`src/rtl/traffic_pkg.sv`:
```
// traffic_pkg: state codes, light codes and the state-to-lights decode for the intersection sequencer.
package traffic_pkg;

    typedef enum logic [2:0] {
        HG  = 3'd0,
        HY  = 3'd1,
        AR1 = 3'd2,
        CG  = 3'd3,
        CY  = 3'd4,
        AR2 = 3'd5
    } state_t;

    localparam logic [1:0] G = 2'b00;
    localparam logic [1:0] Y = 2'b01;
    localparam logic [1:0] R = 2'b10;

    typedef struct packed {
        logic [1:0] hwy;
        logic [1:0] cntry;
        logic       walk;
    } lights_t;

    // Unused codes decode as HG so the lamps stay safe while the FSM recovers.
    function automatic lights_t decode(input state_t s);
        case (s)
            HY:       return lights_t'({Y, R, 1'b0});
            AR1, AR2: return lights_t'({R, R, 1'b0});
            CG:       return lights_t'({R, G, 1'b1});
            CY:       return lights_t'({R, Y, 1'b0});
            default:  return lights_t'({G, R, 1'b0});
        endcase
    endfunction

endpackage

```
`src/rtl/tick_prescaler.sv`:
```
// tick_prescaler: divides the board clock into one-cycle ticks, restartable on phase change.
module tick_prescaler #(
    parameter int TICK_DIV = 50_000_000
) (
    input  logic CLOCK_50,
    input  logic clear,
    input  logic restart,
    output logic tick
);

    localparam int W = $clog2(TICK_DIV);

    logic [W-1:0] cnt;

    assign tick = cnt == W'(TICK_DIV - 1);

    always_ff @(posedge CLOCK_50 or posedge clear) begin
        if (clear)
            cnt <= '0;
        else
            cnt <= (restart || tick) ? '0 : cnt + 1'b1;
    end

endmodule

```
`src/rtl/traffic_phase_sequencer.sv`:
```
// traffic_phase_sequencer: timed highway/country light sequencer with clearance interval,
// country-green window and latched pedestrian request.
module traffic_phase_sequencer #(
    parameter int TICK_DIV   = 50_000_000,
    parameter int HWY_MIN_G  = 10,
    parameter int YEL        = 3,
    parameter int ALLRED     = 1,
    parameter int CTRY_MIN_G = 3,
    parameter int CTRY_MAX_G = 8
) (
    input  logic       CLOCK_50,
    input  logic       clear,
    input  logic       sensor,
    input  logic       ped_req,
    output logic [1:0] hwy,
    output logic [1:0] cntry,
    output logic       walk,
    output logic [2:0] state
);

    import traffic_pkg::*;

    if (TICK_DIV < 2 ||
        HWY_MIN_G < 1 || HWY_MIN_G > 255 || YEL < 1 || YEL > 255 ||
        ALLRED < 1 || ALLRED > 255 || CTRY_MIN_G < 1 || CTRY_MIN_G > 255 ||
        CTRY_MAX_G < 1 || CTRY_MAX_G > 255 || CTRY_MAX_G < CTRY_MIN_G) begin : g_bad_params
        $error("traffic_phase_sequencer: illegal timing parameters");
    end

    state_t     st;
    state_t     target;
    lights_t    lt;
    logic [7:0] elapsed;
    logic [1:0] sync;
    logic       sensor_s;
    logic       ped_pending;
    logic       tick;
    logic       exit_now;
    logic       go;

    assign sensor_s = sync[1];
    assign go       = st > AR2 || (tick && exit_now);
    assign target   = (st >= AR2) ? HG : state_t'(st + 3'd1);
    assign state    = st;
    assign hwy      = lt.hwy;
    assign cntry    = lt.cntry;
    assign walk     = lt.walk;

    tick_prescaler #(.TICK_DIV(TICK_DIV)) u_tick (
        .CLOCK_50 (CLOCK_50),
        .clear    (clear),
        .restart  (go),
        .tick     (tick)
    );

    always_comb begin
        exit_now = 1'b0;
        case (st)
            HG:       exit_now = elapsed >= 8'(HWY_MIN_G - 1) && (sensor_s || ped_pending);
            HY, CY:   exit_now = elapsed == 8'(YEL - 1);
            AR1, AR2: exit_now = elapsed == 8'(ALLRED - 1);
            CG:       exit_now = (elapsed >= 8'(CTRY_MIN_G - 1) && !sensor_s) ||
                                 elapsed == 8'(CTRY_MAX_G - 1);
            default:  exit_now = 1'b0;
        endcase
    end

    // A request arriving on the CG-entry edge is served by that green.
    always_ff @(posedge CLOCK_50 or posedge clear) begin
        if (clear) begin
            sync        <= '0;
            st          <= HG;
            elapsed     <= '0;
            ped_pending <= 1'b0;
            lt          <= decode(HG);
        end else begin
            sync        <= {sync[0], sensor};
            ped_pending <= (go && target == CG) ? 1'b0 : (ped_pending | ped_req);
            if (go) begin
                st      <= target;
                elapsed <= '0;
                lt      <= decode(target);
            end else if (tick && elapsed != 8'hFF) begin
                elapsed <= elapsed + 8'd1;
            end
        end
    end

endmodule

```
`config.mk`:
```
export PLATFORM = sky130hd
export DESIGN_NAME = traffic_phase_sequencer
export DESIGN_NICKNAME = d
export VERILOG_FILES = /design/src/rtl/traffic_pkg.sv /design/src/rtl/tick_prescaler.sv /design/src/rtl/traffic_phase_sequencer.sv
export SDC_FILE = /design/constraint.sdc
export NUM_CORES = 1
export LEC_CHECK = 0
export BUFFER_PORTS_ARGS = -buffer_cell sky130_fd_sc_hd__buf_2
export CAP_MARGIN = 0
export CORE_UTILIZATION = 28
export CTS_BUF_LIST = sky130_fd_sc_hd__clkbuf_8
export DETAILED_ROUTE_END_ITERATION = 7
export MAX_ROUTING_LAYER = met4
export PLACE_DENSITY = 0.55
export RECOVER_POWER = 100
export SLEW_MARGIN = 5
export SYNTH_ARGS = -nofsm -noshare
export SYNTH_HDL_FRONTEND = slang
export SYNTH_HIERARCHICAL = 1
export SYNTH_SLANG_ARGS = --single-unit
```
`constraint.sdc`:
```
create_clock -name CLOCK_50 -period 2.72 [get_ports CLOCK_50]
set_clock_uncertainty 0.2 [all_clocks]
set_input_delay 0.272 -clock CLOCK_50 [delete_from_list [all_inputs] [get_ports CLOCK_50]]
set_output_delay 0.272 -clock CLOCK_50 [all_outputs]
set_load 0.1 [all_outputs]
```
==> run summary <==
status - complete, no violations
routed via count - 1,972
Initial DRC Count - 66
die span in y - 97.4 µm
RSZ-0062 raised after global routing - false
class of the most critical setup path - register to register
highest clock rate - 0.393 GHz
Post-synth top flop - dfrtp_1
number of synthesized flops with an enable pin - 0
first-pass detailed-route iteration total - 4
Power Internal - 973 µW
clock-pin transition on the worst setup and hold timing paths - 90 ps
Yosys warnings - 6
DIE WIDTH - 97.4 µm
Final Max Tran Viols - 0
CP Data Required Time - 2710 ps
Worst-Skew Late Latency - 300 ps
share of layout cells above drive strength 1 - 14.5%
Post-synth ARST share - 100%
WL/cell - 13.0 µm
switch share - 20.6%
Adder-Cell Fraction of Synth Area - 5.90%
area leader, netlist - dfrtp_1
Area contributors post-synth - dfrtp_1 (43%), ha_1 (5.9%), nor2_1 (4.3%), xnor2_1 (3.8%), a21oi_1 (3.5%)
worst hold slack - 8.83 ps
Antenna Nets Post-Route - 0
TritonCTS clock tree - yes
Initial Util - 29.1%
CP startpoint kind - register
Max clock buf depth - 2
Hold/Removal Path Class - input pin to register
Leak - 1.25 nW
final setup fails - 0
Design Power - 1.22 mW
period utilisation layout - 93.5%
Critical Path AT - 2530 ps
area grow syn2layout - 16.5%
port bufs - 11
pin count of the biggest net entering global routing - 27
Syn Std Cell Area - 2550 µm²
Root Buffer - clkbuf_8
R2R Setup Slk - 180 ps
NetSw - 252 µW
Tmin final - 2540 ps
vias in the first global route - 1,964
Slew headroom - 2.47%
sequential share of the synthesized area - 44.3%
Max-Cap Viols - 0
top cell type's share of synthesized area - 43.2%
post-synth cell types - 40
syn_nets - 278
setup ws final - 176 ps
global-route wire length before repair - 9270 µm
Clock H-tree levels - 2
pre-CTS setup slack - 39.8 ps
Die ar. - 9480 µm²
syn_area_per_cell - 9.72 µm²
Fin Setup TNS - 0 ps
Antenna Cells - 0
Num CTS Buffers - 5
post-synthesis mux area share - 4.18%
vias per inst - 4.97
detailed placement HPWL - 3660 µm
main combinational cell family by area after synthesis - simple AND/OR/NAND/NOR gates
Mapped Cells - 262
initial antenna violation count - 0
number of synthesized register bits - 45
Critical Path End Type - register
Final nets - 304
power density over cell area - 413 nW/µm²
clk sink count - 45
GRT Total Usage - 12.4%
combinational fraction of design power - 1.5%
routed wire length - 5160 µm
Final Hold Vio Count - 0
io pins - 12
total grt overflow - 0
core area - 8760 µm²
clock network power share - 43.7%
Worst VDD drop - 0.180 mV
Compound-Gate Fraction of Synth Area - 12.1%
DR DRC count - 0
Seq pwr share - 54.8%
# rows - 34
Synth Area in XOR/XNOR - 5.50%
top fanout value on the critical path - 17
gpl congestion - 0.747
worst-margin pin slew - 1460 ps
Post-CTS Setup Bufs - 0
post-synthesis simple-gate area fraction - 23.9%
==> power groups by stage <==
stage,registers (mW),logic (mW),clock network [mW]
CTS,0.671,0.0209,0.559
global route,0.671,0.0225,0.585
global placement,0.684,0.0186,0
detailed placement,0.684,0.0186,0
finish,0.671,0.0184,0.535
floorplan,0.684,0.0105,0
==> registers in the layout (all words and copies together), names as in the netlist <==
| name | count |
|---|---|
| u_tick/cnt | 26 |
| sync | 2 |
| walk | 1 |
| cntry | 2 |
| ped_pending | 1 |
| elapsed | 8 |
| state | 3 |
| hwy | 2 |
==> cell usage in the layout (no fill, tap or decap), types with 6 or more instances in the layout <==
cell type / n
clkbuf_8: 6
and3_1: 6
xnor2_1: 11
ha_1: 12
o21ai_0: 11
clkbuf_1: 10
dfrtp_1: 41
or3_1: 8
or4_1: 8
nor3_1: 6
inv_1: 17
nand3_1: 18
a21oi_1: 18
buf_4: 11
nor2_1: 29
o31ai_1: 6
nand2_1: 12
==> per-layer routing <==
layer | wire, µm | track usage (%)
met5 | 0 | -
met4 | 64 | 3.73
met3 | 115 | 2.45
met2 | 2440 | 19.8
met1 | 2550 | 15.8
==> metrics by stage <==
stage,utilization [%],area [µm²],instances
2_1_floorplan,-,2570,262
3_3_place_gp,32.3,2830,387
3_5_place_dp,32.3,2830,387
4_1_cts,33.9,2970,397
5_1_grt,33.8,2970,397
6_report,33.8,2970,397
==> logic make-up after synthesis <==
group,Yosys count
simple gates,108
flops,45
compound gates,46
fa+ha+maj,12
buf+inv,25
mux,10
xor+xnor,16
==> timing repair <==
item / in CTS / in global routing
hold buffers: 2 / 0
endpoints found under the setup margin: 0 / 27
hold endpoints to repair: 45 / 0
resized for setup: 0 / 2
==> cell usage after synthesis, types with 2 or more instances <==
cell type and count:
dfrtp_1 44, nor2_1 29, a21oi_1 18, nand3_1 18, inv_1 17, ha_1 12, nand2_1 12, o21ai_0 11
xnor2_1 11, or3_1 8, or4_1 8, and3_1 6, nor3_1 6, o31ai_1 6, mux2_2 5, mux2i_1 5
xor2_1 5, clkbuf_1 4, nand4_1 4, and4_1 3, buf_2 3, nand3b_1 3, nor4b_1 3, nor4_1 2
o211ai_1 2, o2bb2ai_1 2, or4_4 2
==> layout make-up <==
type,instances,area [µm²]
clock inverters,2,37.5
inverters,17,63.8
flip-flops and latches,45,1130
well taps,108,135
fillers,920,5800
repair buffers,27,166
clock buffers,6,82.6
multi-input cells,192,1350
==> final timing paths <==
check                          startpoint        endpoint  cells after the start
max                        u_tick/cnt[18]        state[1]                      8
min                               ped_req     ped_pending                      3
max reg2reg                u_tick/cnt[18]        state[1]                      8
min reg2reg                       sync[0]         sync[1]                      0
max in group asynchronous           clear  u_tick/cnt[25]                      4
min in group asynchronous           clear      elapsed[4]                      3
==> worst max-delay path, stage by stage (launching register included) <==
cell      delay [ps]
dfrtp_1          410
nor4b_1          300
nand4_1          220
nor4_4           340
buf_4            170
o211ai_2         100
o211ai_4         110
buf_6            220
mux2_2           350
Power figures use the tool's default switching activity.
